### src/rtl/controller_if.sv
// controller_if: instruction/flag inputs and registered decode outputs of the controller.
interface controller_if;
  logic [31:0] IR_in;
  logic [3:0]  Flags_in;
  logic        Wen_ARd;
  logic        Wen_Dmem;
  logic        Wen_Flags;
  logic [4:0]  cmd;
  logic        select_X;
  logic        select_Y;
  logic [1:0]  select_src1;
  logic [2:0]  select_src2shift;
  modport master (
    output IR_in, Flags_in,
    input  Wen_ARd, Wen_Dmem, Wen_Flags, cmd, select_X, select_Y, select_src1, select_src2shift
  );
  modport slave (
    input  IR_in, Flags_in,
    output Wen_ARd, Wen_Dmem, Wen_Flags, cmd, select_X, select_Y, select_src1, select_src2shift
  );
endinterface

### src/rtl/controller.sv
// controller: single-cycle ARM-style instruction decoder with registered control outputs.
module controller (
  input logic        CLOCK_50,
  input logic        rst_n,
  controller_if.slave bus
);
  logic       n, z, c, v;
  logic [1:0] cls;
  logic [3:0] op;
  logic       i_bit, s_bit, pass;
  logic [15:0] cond_tbl;
  logic       d_ard, d_dmem, d_flags, d_x, d_y;
  logic [4:0] d_cmd;
  logic [1:0] d_src1;
  logic [2:0] d_s2;
  assign {n, z, c, v} = bus.Flags_in;
  assign cls   = bus.IR_in[27:26];
  assign i_bit = bus.IR_in[25];
  assign op    = bus.IR_in[24:21];
  assign s_bit = bus.IR_in[20];
  // condition table indexed by cond, entry 15 down to entry 0
  assign cond_tbl = {1'b0, 1'b1, z | (n != v), !z & (n == v), n != v, n == v, !c | z, c & !z,
                     !v, v, !n, n, !c, c, !z, z};
  assign pass = cond_tbl[bus.IR_in[31:28]];
  always_comb begin
    d_ard   = 1'b0;
    d_dmem  = 1'b0;
    d_flags = 1'b0;
    d_x     = 1'b0;
    d_y     = 1'b0;
    d_cmd   = 5'b00000;
    d_src1  = 2'b00;
    d_s2    = 3'b000;
    case (cls)
      2'b00: begin
        d_cmd   = {1'b0, op};
        d_s2    = {2'b00, i_bit};
        d_ard   = pass & (op[3:2] != 2'b10);
        d_flags = pass & s_bit;
      end
      2'b01: begin
        d_cmd  = 5'b00100;
        d_s2   = i_bit ? 3'b011 : 3'b010;
        d_x    = !i_bit;
        d_ard  = pass & !i_bit;
        d_dmem = pass & i_bit;
      end
      2'b10: begin
        d_cmd  = 5'b00100;
        d_src1 = 2'b10;
        d_s2   = 3'b101;
        d_y    = pass;
      end
      default: ;
    endcase
  end
  always_ff @(posedge CLOCK_50 or negedge rst_n) begin
    if (!rst_n) begin
      bus.Wen_ARd          <= 1'b0;
      bus.Wen_Dmem         <= 1'b0;
      bus.Wen_Flags        <= 1'b0;
      bus.cmd              <= 5'b00000;
      bus.select_X         <= 1'b0;
      bus.select_Y         <= 1'b0;
      bus.select_src1      <= 2'b00;
      bus.select_src2shift <= 3'b000;
    end else begin
      bus.Wen_ARd          <= d_ard;
      bus.Wen_Dmem         <= d_dmem;
      bus.Wen_Flags        <= d_flags;
      bus.cmd              <= d_cmd;
      bus.select_X         <= d_x;
      bus.select_Y         <= d_y;
      bus.select_src1      <= d_src1;
      bus.select_src2shift <= d_s2;
    end
  end
endmodule

### src/flat_wrapper.sv
// flat-port wrapper written by rule: the top's interface ports become plain ports
module controller_flat 
  (CLOCK_50, rst_n, bus_IR_in, bus_Flags_in, bus_Wen_ARd, bus_Wen_Dmem, bus_Wen_Flags, bus_cmd, bus_select_X, bus_select_Y, bus_select_src1, bus_select_src2shift);
  controller_if bus_i ();
  input logic CLOCK_50;
  input logic rst_n;
  input wire logic [$bits(bus_i.IR_in)-1:0] bus_IR_in;
  input wire logic [$bits(bus_i.Flags_in)-1:0] bus_Flags_in;
  output wire logic [$bits(bus_i.Wen_ARd)-1:0] bus_Wen_ARd;
  output wire logic [$bits(bus_i.Wen_Dmem)-1:0] bus_Wen_Dmem;
  output wire logic [$bits(bus_i.Wen_Flags)-1:0] bus_Wen_Flags;
  output wire logic [$bits(bus_i.cmd)-1:0] bus_cmd;
  output wire logic [$bits(bus_i.select_X)-1:0] bus_select_X;
  output wire logic [$bits(bus_i.select_Y)-1:0] bus_select_Y;
  output wire logic [$bits(bus_i.select_src1)-1:0] bus_select_src1;
  output wire logic [$bits(bus_i.select_src2shift)-1:0] bus_select_src2shift;
  assign bus_i.IR_in = bus_IR_in;
  assign bus_i.Flags_in = bus_Flags_in;
  assign bus_Wen_ARd = bus_i.Wen_ARd;
  assign bus_Wen_Dmem = bus_i.Wen_Dmem;
  assign bus_Wen_Flags = bus_i.Wen_Flags;
  assign bus_cmd = bus_i.cmd;
  assign bus_select_X = bus_i.select_X;
  assign bus_select_Y = bus_i.select_Y;
  assign bus_select_src1 = bus_i.select_src1;
  assign bus_select_src2shift = bus_i.select_src2shift;
  controller u_core (.CLOCK_50(CLOCK_50), .rst_n(rst_n), .bus(bus_i));
endmodule
### config.mk
export PLATFORM = sky130hd
export DESIGN_NAME = controller_flat
export DESIGN_NICKNAME = d
export VERILOG_FILES = /design/src/rtl/controller_if.sv /design/src/rtl/controller.sv /design/src/flat_wrapper.sv
export SDC_FILE = /design/constraint.sdc
export NUM_CORES = 1
export LEC_CHECK = 0
export ABC_AREA = 1
export CAP_MARGIN = 20
export CELL_PAD_IN_SITES_DETAIL_PLACEMENT = 1
export CELL_PAD_IN_SITES_GLOBAL_PLACEMENT = 2
export CORE_UTILIZATION = 16
export DETAILED_ROUTE_END_ITERATION = 16
export PLACE_DENSITY = 0.83
export SYNTH_ARGS = -nofsm -noshare
export SYNTH_HDL_FRONTEND = slang
export SYNTH_SLANG_ARGS = --single-unit
export TNS_END_PERCENT = 50
### constraint.sdc
create_clock -name CLOCK_50 -period 1 [get_ports CLOCK_50]
set_input_delay 0.1 -clock CLOCK_50 [delete_from_list [all_inputs] [get_ports CLOCK_50]]
set_output_delay 0.1 -clock CLOCK_50 [all_outputs]
set_load 0.05 [all_outputs]
==> flow_summary.json, run 1 <==
{
  "postCtsSetupBuffers": 0,
  "pin_count": 53,
  "nNetsFinal": 156,
  "start_kind": "flip-flop",
  "fp.coreArea_um2": 3468,
  "syn_area_um2": 603.1,
  "setup-violations-final": 0,
  "post-route-util_pct": 34.34,
  "register_area_um2": 300.3,
  "dp_hpwl_um": 1426,
  "cp-end-kind": "primary output",
  "cts_hold_buf": 0,
  "path_delay_family": "flip-flops",
  "ys_seq_area_share_pct": 49.79,
  "ys_types": 14,
  "path_cells": "buf_12",
  "hold_path.class": "in -> async",
  "syn2layout_area_growth_pct": 97.51,
  "drc": 0,
  "outcome": "complete, no violations",
  "cts.htree.levels": 1,
  "wire_per_inst_um": 10.21,
  "pre_cts_slack_ns": -0.3949,
  "grt_antenna_before_repair": 0,
  "cts.clk_slew.worst_paths_ns": 0.05,
  "num_rows": 21,
  "diodes": 0,
  "hold_ws_ns": 0.1650,
  "path_buf_inv": 1,
  "grtUsageTotal_pct": 8.894,
  "grt_pass1_vias": 652,
  "grt_max_degree": 13,
  "yosys_register_bits": 12,
  "cts_buffer_depth": 2,
  "syn_avg_cell_area_um2": 8.261,
  "drtIter0Drc": 16,
  "die_x_um": 63.40,
  "cts_tree": "built",
  "cts_root_buf": "clkbuf_8",
  "worst_slack_ns": 0.05589,
  "yosys_warnings": 0,
  "multi_input_area_um2": 250.2,
  "initial_core_util_pct": 17.39,
  "drive_gt1_share_pct": 30.09,
  "grt_overflow_total": 0,
  "cp_max_fo": 2,
  "cp_data_required_time_ns": 0.90,
  "finalHoldViolations": 0,
  "port_buffers": 30,
  "viasPerCell": 3.736,
  "nFillCells": 410,
  "ir_worst_vdd_mv": 0.3700,
  "min_period_ns": 0.9441,
  "ant_nets": 0,
  "vias": 594,
  "dieHeight_um": 63.40,
  "clock-sinks": 12,
  "power_density_nw_per_um2": 1250,
  "drv_slew": 0,
  "worst_ep_arrival_time_ns": 0.84,
  "fin_setup_tns_ns": 0,
  "p_leak_nw": 0.6183,
  "timing_worst_setup_path_type": "reg -> out",
  "cts_buffers": 3,
  "globalplace.congestion": 0.7644,
  "drtPass1Iterations": 3,
  "slowest_delay_ns": 0.43,
  "routed_wl_um": 1624,
  "post-route-period-util_pct": 94.41,
  "maxCapViolations": 0,
  "slowest_stage": "dfrtp_1",
  "fmax_mhz": 1059,
  "grt_pass1_wl_um": 2822,
  "die-area_um2": 4019,
  "synth_cells": 73
}
routing by layer:
metal  GRT usage [%]  up-vias  wire length (um)
li1                -      290                 -
met1           9.302      276               618
met2           16.62       28               865
met3           2.899        0               140
met4           2.557        0                 0
met5               0        -                 0
state kept, by name (all words and copies together) (netlist names):
| name | count |
|---|---|
| u_core.bus.Wen_Dmem | 1 |
| u_core.bus.Wen_ARd | 1 |
| u_core.bus.cmd | 4 |
| u_core.bus.select_src1 | 1 |
| u_core.bus.select_X | 1 |
| u_core.bus.select_src2shift | 2 |
| u_core.bus.select_Y | 1 |
| u_core.bus.Wen_Flags | 1 |
cells in the final DEF (no fill, tap or decap), drive strengths merged:
master,Yosys,layout
inv,11,11
a21oi,2,2
nor2,11,11
ha,4,4
o21ai,1,1
dlygate4sd2,0,7
nand3,4,4
conb,1,2
clkdlybuf4s50,0,8
dlymetal6s2s,0,2
dfrtp,12,12
clkbuf,0,4
buf,3,21
a21boi,1,1
nand2,23,23
timing repair:
item | 4_1_cts | 5_1_grt
resized for setup | 10 | 4
pin swaps | 4 | 6
hold endpoints to repair | 0 | 0
endpoints found under the setup margin | 8 | 4
cloned | 0 | 0
through the flow:
| step | instance area, um^2 | std cells | power [mW] |
|---|---|---|---|
| 6_report | 1191 | 159 | 1.489 |
| 3_3_place_gp | 1132 | 155 | 0.9772 |
| 4_1_cts | 1181 | 159 | 1.509 |
| 3_5_place_dp | 1132 | 155 | 0.9922 |
| 5_1_grt | 1191 | 159 | 1.566 |
| 2_1_floorplan | 606.8 | 74 | 0.7321 |
area by class of cell:
class | instances | area share, %
sequential | 12 | 25.21
multi-input combinational | 48 | 21.01
timing repair buffer | 38 | 40.86
tap | 46 | 4.832
inverter | 11 | 3.466
clock buffer | 4 | 4.622
synth_stat cells, drive strengths merged:
library cell,n,area (um^2)
nor2,11,41.29
inv,11,41.29
conb,1,3.750
dfrtp,12,300.3
buf,3,22.52
nand3,4,30.03
a21boi,1,7.510
o21ai,1,5.000
nand2,23,91.34
a21oi,2,10.01
ha,4,50.05
where the power goes:
part           internal [mW]  leakage [nW]  switching (mW)  total (mW)
combinational          0.208         0.431           0.229       0.437
sequential             0.512         0.158          0.0237       0.536
clock                  0.347        0.0288           0.169       0.516
total                   1.07         0.618           0.421        1.49
cell families after synthesis:
| kind of cell | Yosys count | synth area share (%) |
|---|---|---|
| AO/OA/AOI/OAI | 4 | 3.734 |
| adder cells (fa/ha/maj) | 4 | 8.299 |
| buffers and inverters | 14 | 10.58 |
| flip-flops | 12 | 49.79 |
| other | 1 | 0.6218 |
| AND/OR/NAND/NOR | 38 | 26.97 |
worst max path at each step:
stage	slack, ns	from	cells past startpoint	endpoint
floorplan	0.01	u_core.bus.select_src1[1]$_DFF_PN0_	1	bus_select_src2shift[2]
CTS	0.02	bus_IR_in[31]	8	u_core.bus.Wen_ARd$_DFF_PN0_
detailed placement	-0.39	bus_IR_in[29]	10	u_core.bus.Wen_ARd$_DFF_PN0_
finish	0.06	u_core.bus.select_src1[1]$_DFF_PN0_	1	bus_select_src2shift[2]
global route	-0.003	bus_IR_in[29]	10	u_core.bus.Wen_Dmem$_DFF_PN0_
global placement	-0.33	bus_IR_in[27]	6	u_core.bus.Wen_ARd$_DFF_PN0_
No activity file was read; power rests on OpenSTA's default activity.
==> run 2: changes to the inputs <==
--- a/config.mk
+++ b/config.mk
@@ -12,6 +12,7 @@
 export CORE_UTILIZATION = 16
 export DETAILED_ROUTE_END_ITERATION = 16
 export PLACE_DENSITY = 0.83
+export REMOVE_ABC_BUFFERS = 1
 export SYNTH_ARGS = -nofsm -noshare
 export SYNTH_HDL_FRONTEND = slang
 export SYNTH_SLANG_ARGS = --single-unit
==> run 2 against run 1 <==
  * Count of clock-buffer cells in the layout unchanged
  * Non-clock buffer count increased by 1
  * Sequential cell count did not move
  * Worst hold slack better by 0.0018 ns
  * Core utilization grew 0.69 points
  * Critical path type unchanged
  * Largest cell class unchanged
  * Largest power group unchanged
==> flow_summary.json, run 2 (synthesis gave the netlist of run 1 again) <==
{
  "num_rows": 21,
  "drtIter0Drc": 3,
  "finalHoldViolations": 0,
  "grtUsageTotal_pct": 9.167,
  "fmax_mhz": 1054,
  "cts.htree.levels": 1,
  "min_period_ns": 0.9486,
  "regMostFlops": "u_core.bus.cmd",
  "ant_nets": 0,
  "die_x_um": 63.40,
  "drive_gt1_share_pct": 35.09,
  "maxCapViolations": 0,
  "grt_pass1_vias": 643,
  "final_common_cell": "nand2_1",
  "cts_buffer_depth": 2,
  "cp-end-kind": "primary output",
  "globalplace.congestion": 0.7378,
  "power_density_nw_per_um2": 1235,
  "reg.largest.list": "u_core.bus.cmd x4, u_core.bus.select_src2shift x2",
  "cts_root_buf": "clkbuf_8",
  "syn2layout_area_growth_pct": 101.5,
  "p_leak_nw": 0.6314,
  "cts.clk_slew.worst_paths_ns": 0.05,
  "outcome": "complete, no violations",
  "finalInstanceArea_um2": 1215,
  "path_buf_inv": 1,
  "start_kind": "flip-flop",
  "hold_path.class": "in -> async",
  "die-area_um2": 4019,
  "grt_antenna_before_repair": 0,
  "initial_core_util_pct": 17.39,
  "worst_ep_arrival_time_ns": 0.85,
  "clock-sinks": 12,
  "pre_cts_slack_ns": -0.4195,
  "cts_buffers": 3,
  "drtPass1Iterations": 4,
  "port_buffers": 30,
  "grt_overflow_total": 0,
  "fin_setup_tns_ns": 0,
  "path_cells": "buf_12",
  "nNetsFinal": 157,
  "slowest_delay_ns": 0.43,
  "cts_tree": "built",
  "ir_worst_vdd_mv": 0.3303,
  "largest_reg_flops": 4,
  "pin_count": 53,
  "rsz0062_at_grt": "no",
  "cp_max_fo": 2,
  "drc": 0,
  "setup-violations-final": 0,
  "fp.coreArea_um2": 3468,
  "diodes": 0,
  "startpoint": "u_core.bus.select_src1[1]$_DFF_PN0_",
  "drv_slew": 0,
  "place_area_um2": 1132,
  "post-route-period-util_pct": 94.86,
  "routed_wl_um": 1702,
  "dp_hpwl_um": 1466,
  "viasPerCell": 3.781,
  "wire_per_inst_um": 10.64,
  "worst_slack_ns": 0.05139,
  "timing_worst_setup_path_type": "reg -> out",
  "grt_max_degree": 13,
  "cp_data_required_time_ns": 0.90,
  "mostFrequentLayoutCells": "nand2_1 (21), buf_12 (13), dfrtp_1 (12), buf_4 (9)",
  "path_delay_family": "flip-flops",
  "grt_pass1_wl_um": 2773,
  "post-route-util_pct": 35.03,
  "dieHeight_um": 63.40,
  "vias": 605,
  "power_mw": 1.501,
  "slowest_stage": "dfrtp_1",
  "cts_hold_buf": 0,
  "nFillCells": 420
}
-- run 2: repair_timing --
item                       CTS  global route
hold endpoints to repair     0             0
gates resized for setup     13             7
setup endpoints to repair    8             4
pin swaps                    3             6
setup buffers                1             0
-- run 2: where the power goes --
part	leakage [nW]	switching [mW]	internal, mW	total, mW
sequential	0.158	0.0239	0.512	0.536
combinational	0.444	0.230	0.213	0.443
clock	0.0288	0.174	0.347	0.521
total	0.631	0.428	1.07	1.50
-- run 2: worst max path at each step --
stage / end / slack [ns] / cells after the start
after floorplan: bus_select_src1[1] / 0.02 / 0
after global placement: u_core.bus.Wen_ARd$_DFF_PN0_ / -0.33 / 10
after detailed placement: u_core.bus.Wen_ARd$_DFF_PN0_ / -0.42 / 10
after CTS: u_core.bus.Wen_ARd$_DFF_PN0_ / 0.003 / 9
after global routing: u_core.bus.Wen_Flags$_DFF_PN0_ / 0.006 / 10
final: bus_select_src1[1] / 0.05 / 1
-- run 2: metal layers --
metal	GRT usage, %	up-vias	part of all wire [%]
met5	0	-	0
met4	7.670	0	2.0
met3	2.174	2	8.6
met2	17.95	26	56
met1	7.436	285	33
li1	-	292	-
-- run 2: final cells by class --
class	count	area, um^2	area share, %
Clock buffer	4	55.05	4.531
Inverter	11	41.29	3.399
Multi-Input combinational cell	48	261.5	21.52
Sequential cell	12	300.3	24.72
Tap cell	46	57.56	4.737
Timing Repair Buffer	39	499.2	41.09
-- run 2: metrics by stage --
step / hold slack, ns / instances
6_report: 0.1668 / 160
5_1_grt: 0.1899 / 160
4_1_cts: 0.1775 / 160
3_5_place_dp: 0.4373 / 155
3_3_place_gp: 0.4168 / 155
2_1_floorplan: -0.1956 / 71
